### config.mk
export PLATFORM = sky130hd
export DESIGN_NAME = bamse_intc
export DESIGN_NICKNAME = d
export VERILOG_FILES = /design/src/rtl/bamse_intc_pkg.sv /design/src/rtl/bamse_intc_prio_enc.sv /design/src/rtl/bamse_intc.sv
export SDC_FILE = /design/constraint.sdc
export NUM_CORES = 1
export LEC_CHECK = 0
export ABC_AREA = 1
export CORE_ASPECT_RATIO = 0.9
export CORE_MARGIN = 2
export CORE_UTILIZATION = 35
export DETAILED_ROUTE_END_ITERATION = 10
export GPL_TIMING_DRIVEN = 1
export PLACE_DENSITY_LB_ADDON = 0.12
export RECOVER_POWER = 100
export REMOVE_ABC_BUFFERS = 1
export SLEW_MARGIN = 20
export SYNTH_ARGS = -nofsm -noshare
export SYNTH_HDL_FRONTEND = slang
export SYNTH_HIERARCHICAL = 1
export SYNTH_SLANG_ARGS = --single-unit
export TNS_END_PERCENT = 5
### constraint.sdc
create_clock -name clk -period 2.15 [get_ports clk]
set_input_delay 0.645 -clock clk [delete_from_list [all_inputs] [get_ports clk]]
set_output_delay 0.645 -clock clk [all_outputs]
set_load 0.01 [all_outputs]
### src/rtl/bamse_intc_pkg.sv
// Shared definitions for the bamse interrupt controller: register offsets,
// FSM state encodings and the "no vector" marker.
package bamse_intc_pkg;

  localparam logic [1:0] OFF_PEND = 2'd0;
  localparam logic [1:0] OFF_MASK = 2'd1;
  localparam logic [1:0] OFF_VEC  = 2'd2;
  localparam logic [1:0] OFF_CTRL = 2'd3;

  localparam logic [7:0] VEC_NONE = 8'hFF;

  typedef enum logic [1:0] {
    ST_IDLE    = 2'd0,
    ST_ASSERT  = 2'd1,
    ST_SERVICE = 2'd2
  } state_t;

endpackage

### src/rtl/bamse_intc_prio_enc.sv
// Lowest-index-first priority encoder; idx is only meaningful while valid is high.
module bamse_intc_prio_enc #(
  parameter int N = 4
) (
  input  logic [N-1:0] req_vec,
  output logic [2:0]   idx,
  output logic         valid
);

  always_comb begin
    idx = 3'd0;
    // Scan downwards so the lowest set bit is the last one assigned.
    for (int i = N - 1; i >= 0; i--) begin
      if (req_vec[i]) idx = 3'(i);
    end
    valid = |req_vec;
  end

endmodule

### src/rtl/bamse_intc.sv
// Interrupt controller for the bamse PicoBlaze subsystem on the 8-bit port bus.
// Define BAMSE_INTC_EDGE_EN for rising-edge source capture; default is level capture.
//
//  state      | meaning
//  ST_IDLE    | no interrupt outstanding, waiting for an enabled pending source
//  ST_ASSERT  | interrupt line high, waiting for interrupt_ack
//  ST_SERVICE | ISR running, waiting for PEND[vec_q] to be cleared
module bamse_intc
  import bamse_intc_pkg::*;
#(
  parameter logic [7:0] ADDR  = 8'h10,
  parameter int          N_SRC = 4
) (
  input  logic             clk,
  input  logic             rst,
  input  logic [N_SRC-1:0] irq_src,
  input  logic [7:0]       address,
  input  logic [7:0]       config_in,
  output logic [7:0]       config_out,
  input  logic             ren,
  input  logic             wen,
  output logic             interrupt,
  input  logic             interrupt_ack
);

  state_t           state, state_nxt;
  logic [N_SRC-1:0] pend, mask, set_vec, w1c, active;
  logic             gie;
  logic [7:0]       vec_q;
  logic [7:0]       off;
  logic             hit;
  logic [7:0]       pend_ext, mask_ext, rd_data;
  logic [2:0]       prio_idx;
  logic             prio_valid;
  logic             req;

  assign off = address - ADDR;
  assign hit = (off[7:2] == 6'd0);

`ifdef BAMSE_INTC_EDGE_EN
  logic [N_SRC-1:0] irq_q;

  always_ff @(posedge clk or posedge rst) begin
    if (rst) irq_q <= '0;
    else     irq_q <= irq_src;
  end

  assign set_vec = irq_src & ~irq_q;
`else
  assign set_vec = irq_src;
`endif

  assign w1c = (wen && hit && off[1:0] == OFF_PEND) ? config_in[N_SRC-1:0] : '0;

  // A new set wins over a simultaneous write-one-to-clear.
  always_ff @(posedge clk or posedge rst) begin
    if (rst) begin
      pend <= '0;
      mask <= '0;
      gie  <= 1'b0;
    end else begin
      pend <= (pend & ~w1c) | set_vec;
      if (wen && hit && off[1:0] == OFF_MASK) mask <= config_in[N_SRC-1:0];
      if (wen && hit && off[1:0] == OFF_CTRL) gie  <= config_in[0];
    end
  end

  assign active = pend & mask;
  assign req    = (|active) & gie;

  bamse_intc_prio_enc #(.N(N_SRC)) u_prio_enc (
    .req_vec (active),
    .idx     (prio_idx),
    .valid   (prio_valid)
  );

  always_comb begin
    pend_ext = '0;
    mask_ext = '0;
    pend_ext[N_SRC-1:0] = pend;
    mask_ext[N_SRC-1:0] = mask;
  end

  always_ff @(posedge clk or posedge rst) begin
    if (rst) state <= ST_IDLE;
    else     state <= state_nxt;
  end

  always_comb begin
    state_nxt = state;
    case (state)
      ST_IDLE:    if (req) state_nxt = ST_ASSERT;
      ST_ASSERT:  if (interrupt_ack) state_nxt = ST_SERVICE;
      ST_SERVICE: if (!pend_ext[vec_q[2:0]]) state_nxt = ST_IDLE;
      default:    state_nxt = ST_IDLE;
    endcase
  end

  always_comb begin
    interrupt = (state == ST_ASSERT);
  end

  // Vector is latched at assertion so later PEND/MASK changes cannot retarget the ISR.
  always_ff @(posedge clk or posedge rst) begin
    if (rst) begin
      vec_q <= VEC_NONE;
    end else if (state == ST_IDLE && req && prio_valid) begin
      vec_q <= {5'd0, prio_idx};
    end else if (state == ST_SERVICE && !pend_ext[vec_q[2:0]]) begin
      vec_q <= VEC_NONE;
    end
  end

  always_comb begin
    rd_data = 8'h00;
    case (off[1:0])
      OFF_PEND: rd_data = pend_ext;
      OFF_MASK: rd_data = mask_ext;
      OFF_VEC:  rd_data = vec_q;
      OFF_CTRL: rd_data = {7'd0, gie};
      default:  rd_data = 8'h00;
    endcase
  end

  always_ff @(posedge clk or posedge rst) begin
    if (rst)             config_out <= 8'h00;
    else if (ren && hit) config_out <= rd_data;
    else                 config_out <= 8'h00;
  end

endmodule

==> impl_metrics.env <==
export IMPL_holdWs_ps=495
export IMPL_crit_chain="inv_1 > nor2_1 > clkdlybuf4s50_1"
export IMPL_max_stage_delay_ps=550
export IMPL_boundaryPins=34
export IMPL_layout_drive_gt1_share=0.0968
export IMPL_p_comb_frac=0.175
export IMPL_r2r_slack_ps=840
export IMPL_p_switching_mw=0.222
export IMPL_fin_nets=212
export IMPL_power_density_nw_per_um2=603
export IMPL_r2r_start="vec_q[0]"
export IMPL_grt_max_degree=15
export IMPL_place_inst=224
export IMPL_avgSynthCellArea_um2=7.35
export IMPL_seq_power_share=0.487
export IMPL_clock_skew_final_ps=9.99
export IMPL_drt_pre_antenna_iters=4
export IMPL_cp_buffers_inverters=2
export IMPL_postCtsResizedCells=0
export IMPL_num_antenna_cells=0
export IMPL_ys_types=23
export IMPL_p_total_mw=0.899
export IMPL_finalHoldViolations=0
export IMPL_via_count=1017
export IMPL_wl_per_cell_um=10.0
export IMPL_cp_end_kind="output port"
export IMPL_coreArea_um2=3090
export IMPL_instances_no_fill=228
export IMPL_ctsLongestPathBuffers=2
export IMPL_tns_ps=0
export IMPL_worst_path_stages=3
export IMPL_fin_crit_ps=2070
export IMPL_synth_top_cell_area_share=0.351
export IMPL_gp_congestion=0.806
export IMPL_viasPerCell=4.46
export IMPL_final_util=0.482
export IMPL_dp_slack_ps=171
export IMPL_rows=19
export IMPL_antenna_found_initial=0
export IMPL_synth_seq_cells=20
export IMPL_yosysSeqAreaShare=0.443
export IMPL_critical_path_max_fanout=3
export IMPL_ir_worst_vdd_uv=271
export IMPL_cts_buffers=3
export IMPL_root_buffer="clkbuf_4"
export IMPL_max_cap_violations=0
export IMPL_dpl_instance_area_um2=1460
export IMPL_p_leak_nw=0.803
export IMPL_hold_start="vec_q[2]"
export IMPL_grt_pass1_wl_um=4010
export IMPL_async_flop_share=1.00
export IMPL_die_h_um=58.1
export IMPL_final_antenna_net_count=0
export IMPL_cp_startpoint="state[0]"
export IMPL_cp_arrival_ps=1420
export IMPL_grt_pass1_vias=951
export IMPL_worst_pin_slew_ps=763
export IMPL_holdCritPathClass="reg2reg"
export IMPL_fin_crit_sh=0.963
export IMPL_drv_slew=0
export IMPL_post_cts_buffers=0
export IMPL_layout_setup_ws_ps=80.4
export IMPL_fp_dieW_um=64.2
export IMPL_yosysMostFrequentCell="nand2_1"
export IMPL_syn_to_final_growth_pct=30.7
export IMPL_clock_sinks=20
export IMPL_fin_area_um2=1490
export IMPL_slew_headroom=0.491
export IMPL_netlist_instances=155
export IMPL_ys_top_cells_by_area="dfrtp_1 35%, nand2_1 15%, inv_1 9.9%"
export IMPL_holdPathEnd="vec_q[2]"
export IMPL_yosys_top_cells_count="46 x nand2_1, 30 x inv_1, 16 x dfrtp_1, 16 x nand3_1, 7 x nor2_1"
export IMPL_pwr_share_clk=0.339
export IMPL_grt_overflow=0
export IMPL_path_class="reg2out"
export IMPL_hold_depth=2
export IMPL_hpwl_um=1860
export IMPL_cts_hold_buf=0
export IMPL_yosysWarningCount=6
export IMPL_slowest_stage="clkdlybuf4s50_1"
export IMPL_initial_utilization=0.369
export IMPL_port_buffers=29
export IMPL_ys_flop_type="dfrtp_1"
export IMPL_power_switching_share=0.247
export IMPL_cp_top_family="buffers and inverters"
export IMPL_totalWireLength_um=2280
export IMPL_setup_viol=0
export IMPL_status="finished, final reports clean"
export IMPL_route_detailed_drc=0
export IMPL_grt_usage=0.140
export IMPL_path_clk_slew_ps=110
export IMPL_htree_levels=1
export IMPL_die_area_um2=3730
export IMPL_synth_edf_count=0
export IMPL_startpoint_type="register"
export IMPL_intPower_mw=0.677
export IMPL_drtIter0Drc=29
export IMPL_synth_cell_area_um2=1140
export IMPL_max_freq_ghz=0.483
export IMPL_r2r_end="vec_q[1]"
export IMPL_clock_latency_ps=300
export IMPL_rsz0062_at_grt="no"
export IMPL_required_ps=1500
export IMPL_yosysTopAreaCell="dfrtp_1"
export IMPL_rr_worst_depth=9
export IMPL_cts_tree="yes"
[worst max-delay path by stage]
stage,to,slack [ps]
3_5_place_dp,pend[2],170
6_report,interrupt,80
5_1_grt,interrupt,3
2_1_floorplan,mask[0],660
3_3_place_gp,pend[3],190
4_1_cts,interrupt,60
[state kept, by name, summed over array words and instances, names as in the netlist]
signal,count
config_out,5
mask,4
pend,4
vec_q,4
state,2
gie,1
[layout by cell type (no fill, tap or decap), types with 3 or more instances in the layout]
cell type,count
inv_2,4
nand2_1,46
clkbuf_1,3
nand4_1,4
nor2_1,9
a21oi_1,6
clkdlybuf4s50_1,16
dfrtp_1,16
dfstp_2,3
o22ai_1,3
dlygate4sd3_1,13
clkbuf_4,3
inv_1,30
nand3_1,17
[cells by family (layout without fill, tap and decap cells)]
group | after synthesis | after routing | synth area share
flip-flops | 20 | 20 | 0.443
other | 1 | 1 | 0.00329
AO/OA/AOI/OAI | 13 | 13 | 0.0725
buffers and inverters | 40 | 71 | 0.151
AND/OR/NAND/NOR | 81 | 81 | 0.329
[power groups by stage]
stage | Combinational [mW] | Sequential (mW) | Clock (mW)
CTS | 0.166 | 0.440 | 0.313
global placement | 0.163 | 0.445 | 0
global route | 0.180 | 0.440 | 0.330
detailed placement | 0.166 | 0.446 | 0
floorplan | 0.101 | 0.439 | 0
finish | 0.157 | 0.437 | 0.304
[worst min-delay path: cells and delay by family, from the launching register on]
family,cells,cell delay [ps]
AND/OR/NAND/NOR,2,120
flip-flops,1,390
[cell type report]
class	instances	area, um^2
fillers	315	1600
flip-flops and latches	20	505
multi-input cells	95	447
repair buffers	32	302
inverters	35	131
well taps	42	52.6
clock inverters	1	30.0
clock buffers	3	22.5
[per-layer routing]
layer,vias to the layer above,track usage,wire length (um)
met4,0,0.0638,18
met1,461,0.182,1120
met3,2,0.0233,113
met5,-,0,0
li1,533,-,-
met2,21,0.229,1030
(Power assumes the default switching activity.)
==> RTL edit 1, RTL diff (config.mk and constraints unchanged) <==
Put a register stage on the output `interrupt`. The value now appears one clock later. The other outputs are not delayed to match.
--- a/src/rtl/bamse_intc.sv
+++ b/src/rtl/bamse_intc.sv
@@ -22,6 +22,8 @@
   output logic             interrupt,
   input  logic             interrupt_ack
 );
+
+  logic interrupt_d;
 
   state_t           state, state_nxt;
   logic [N_SRC-1:0] pend, mask, set_vec, w1c, active;
@@ -97,7 +99,7 @@
   end
 
   always_comb begin
-    interrupt = (state == ST_ASSERT);
+    interrupt_d = (state == ST_ASSERT);
   end
 
   // Vector is latched at assertion so later PEND/MASK changes cannot retarget the ISR.
@@ -128,5 +130,9 @@
     else                 config_out <= 8'h00;
   end
 
+  always_ff @(posedge clk) begin
+    interrupt <= interrupt_d;
+  end
+
 endmodule
 
Check against the original RTL: not equivalent (Yosys sat finds a counterexample within 4 cycles, from zero or initial values and one cycle with rst high).
==> RTL edit 1 against the unedited design <==
Area after synthesis grew 1.8%. Setup slack gained 140 ps. Final area grew 0.50%. Wire length grew 2.4%. Sequential cell count grew 1. Power shrank 3.4%. Maximum frequency grew 7.5%. Sequential power grew 5.0%. Largest cell class unchanged.
==> RTL edit 1: results (changes against the unedited design) <==
[clock_network]
clk_latency_ps=260  ; was 300 ps
hold_buffers=0  ; unchanged
path_clk_slew_ps=70  ; was 110 ps
cts_buffers=3  ; unchanged
cts_resized=0  ; unchanged
clockRootBuffer=clkbuf_8  ; was clkbuf_4
cts_max_path_buffers=2  ; unchanged

[worst_setup_path]
worstPathMaxFanout=6  ; was 3
crit_arrival_ps=2110  ; was 1420 ps
worst-r2r-cell-count=7  ; was 9
r2r_slack_ps=870  ; was 840 ps
slowest_stage=dlygate4sd3_1  ; was clkdlybuf4s50_1
r2r_start=mask[3]  ; was vec_q[0]
r2r_end=vec_q[6]  ; was vec_q[1]
cp_slowest_stage_delay_ps=660  ; was 550 ps

[outcome]
outcome=finished, final reports clean  ; unchanged

[detailed_routing]
first_iter_violations=35  ; was 29
viasPerCell=4.40  ; was 4.46
routed_wl_um=2340  ; was 2280 um

[layout]
fillers=319  ; was 315
final_nets=211  ; was 212
n_antenna_cell=0  ; unchanged
drive_above_1_share_pct=10.8  ; was 9.68%

[logic_synthesis]
synth_cell_type_count=24  ; was 23
synth_warnings=6  ; unchanged
synth_commonest_cells=46 x nand2_1, 30 x inv_1, 16 x dfrtp_1, 16 x nand3_1, 7 x nor2_1  ; unchanged
ys_seq_area_share_pct=45.3  ; was 44.3%
async_flop_share_pct=95.2  ; was 100%
netlist_top_cells_area=dfrtp_1 35%, nand2_1 15%, inv_1 9.7%  ; was dfrtp_1 35%, nand2_1 15%, inv_1 9.9%

[timing]
worst_clock_skew_ps=2.55  ; was 9.99 ps
tightest_slew_ps=1070  ; was 763 ps

[power_and_ir_drop]
ir_drop_mv=0.279  ; was 0.271 mV
switchingPower_w=0.000226  ; was 0.000222 W
p_leak_nw=0.808  ; was 0.803 nW

[grt]
grt_usage_pct=14.5  ; was 14.0%
grt_pass1_vias=982  ; was 951
grt_pass1_wl_um=4200  ; was 4010 um
grt_max_degree=21  ; was 15
antenna_found_initial=0  ; unchanged

[hold_path]
hold_path_end=vec_q[2]  ; unchanged
min_from=vec_q[2]  ; unchanged

[placed_design]
gp_congestion=0.817  ; was 0.806
hpwl_um=1910  ; was 1860 um
port_buffers=29  ; unchanged

[RTL edit 1: cell type report]
class,count,share of cell area (%)
inverters,35,8.77
multi-input cells,95,30.0
flip-flops and latches,21,35.1
clock buffers,4,3.01
repair buffers,30,19.6
well taps,42,3.51
[RTL edit 1: metal layers]
metal / vias up / track usage [%] / part of all wire, %
met5: - / 0 / 0
met4: 0 / 2.74 / 0.39
met3: 2 / 4.78 / 4.7
met2: 21 / 25.7 / 48
met1: 444 / 17.3 / 47
li1: 532 / - / -
[RTL edit 1: worst max-delay path by stage]
stage	from	endpoint	slack (ps)	depth (start not counted)
4_1_cts	address[4]	mask[1]	290	8
2_1_floorplan	address[6]	mask[0]	660	6
3_3_place_gp	address[4]	mask[1]	40	8
3_5_place_dp	address[4]	mask[1]	10	8
6_report	address[1]	config_out[1]	220	6
5_1_grt	address[4]	mask[3]	100	8
[RTL edit 1: logic make-up after synthesis]
logic type             after synthesis  synth area share [%]
buffers and inverters               40                  14.9
DFF                                 21                  45.3
other                                1                 0.323
AOI/OAI and AO/OA                   13                  7.12
and+or+nand+nor                     81                  32.4
[RTL edit 1: power groups by stage]
| stage | clock, W | sequential (W) | combinational [W] |
|---|---|---|---|
| floorplan | 0 | 0.000459 | 0.000101 |
| global placement | 0 | 0.000465 | 0.000162 |
| detailed placement | 0 | 0.000466 | 0.000168 |
| CTS | 0.000262 | 0.000459 | 0.000168 |
| global route | 0.000282 | 0.000461 | 0.000181 |
| finish | 0.000250 | 0.000459 | 0.000159 |
[RTL edit 1: through the flow]
step           hold slack (ps)  cells  setup slack [ps]  cell area, um^2
6_report                   484    227               224             1500
5_1_grt                    509    227               103             1500
4_1_cts                    491    227               291             1510
3_5_place_dp               484    223              14.7             1470
3_3_place_gp               474    223              44.9             1470
2_1_floorplan              463    151               663             1120
==> RTL edit 2, RTL diff (same flow settings) <==
Without the edit above. `N_SRC`: 4 -> 8.
--- a/src/rtl/bamse_intc.sv
+++ b/src/rtl/bamse_intc.sv
@@ -9,7 +9,7 @@
   import bamse_intc_pkg::*;
 #(
   parameter logic [7:0] ADDR  = 8'h10,
-  parameter int          N_SRC = 4
+  parameter int          N_SRC = 8
 ) (
   input  logic             clk,
   input  logic             rst,
Ports: changed (resized irq_src); port bits go from 34 to 38. The function was not compared with the original's and may differ.
==> RTL edit 2 against the unedited design <==
Power increased by 59%. Largest cell class unchanged. Setup slack better by 43 ps. Final area rose by 47%. Combinational power rose by 74%. Wire length grew 71%. Critical path depth grew 1. Synthesized cell count up 43%. Final cell count rose by 44%. Global-route usage is 2.3 points higher. First-iteration DRC count increased by 72%. Area after synthesis increased by 49%. Sequential cell count up 11.
==> RTL edit 2: results (changes against the unedited design) <==
[logic_synthesis]
netlist_top_cells_area=dfrtp_1 40%, nand2_1 12%, inv_1 10%  ; was dfrtp_1 35%, nand2_1 15%, inv_1 9.9%
ys_seq_elements=31  ; was 20
synth_commonest_cells=55 x nand2_1, 46 x inv_1, 27 x dfrtp_1, 23 x nor2_1, 13 x nand3_1  ; was 46 x nand2_1, 30 x inv_1, 16 x dfrtp_1, 16 x nand3_1, 7 x nor2_1
ys_seq_area_share_pct=46.1  ; was 44.3%

[layout]
fillers=502  ; was 315
final_nets=295  ; was 212
n_all_inverters=49  ; was 35
multi_input_area_share_pct=30.5  ; was 30.0%
fin_util_pct=48.3  ; was 48.2%

[detailed_routing]
post_drt_wl_per_cell_um=11.8  ; was 10.0 um
dr_wl_met2_um=1620  ; was 1030 um

[placed_design]
port_buffers=37  ; was 29
pre_cts_ws_ps=76.4  ; was 171 ps
dp.cells=321  ; was 224
hpwl_um=3060  ; was 1860 um

[power_and_ir_drop]
p_leak_nw=1.18  ; was 0.803 nW
pg_clk_w=0.000493  ; was 0.000304 W
ir_drop_mv=0.239  ; was 0.271 mV

[timing]
worst_clock_skew_ps=5.54  ; was 9.99 ps

[clock_network]
clk_latency_ps=280  ; was 300 ps
htreeDepth=2  ; was 1

[worst_setup_path]
cp_slowest_stage_delay_ps=530  ; was 550 ps

[grt]
grt_max_degree=32  ; was 15
grt_pass1_vias=1504  ; was 951

[outcome]
outcome=finished, final reports clean  ; unchanged

-- RTL edit 2: cell count changes in the layout (fill, tap and decap cells not counted), sizes merged, moves of 10 or more --
cell,unedited run,this run
inv,34,48
clkdlybuf4s50,16,27
nand2,48,61
dfrtp,16,27
o21ai,1,11
nor2,10,27
-- RTL edit 2: kinds of logic (layout without fill, tap and decap cells) --
logic type | count (synthesis) | count (layout) | synth area share (%)
and+or+nand+nor | 109 | 109 | 29.1
DFF | 31 | 31 | 46.1
AOI/OAI and AO/OA | 31 | 31 | 13.2
buffers and inverters | 50 | 96 | 11.5
-- RTL edit 2: final timing paths --
kind                            endpoint  slack, ps  cells after the start
setup / recovery               interrupt        120                      4
min in group asynchronous  config_out[7]       1020                      3
max in group asynchronous       state[0]        640                      3
hold / removal                  vec_q[6]        470                      2
hold reg to reg                 vec_q[6]        470                      2
setup reg to reg                vec_q[0]        430                      9
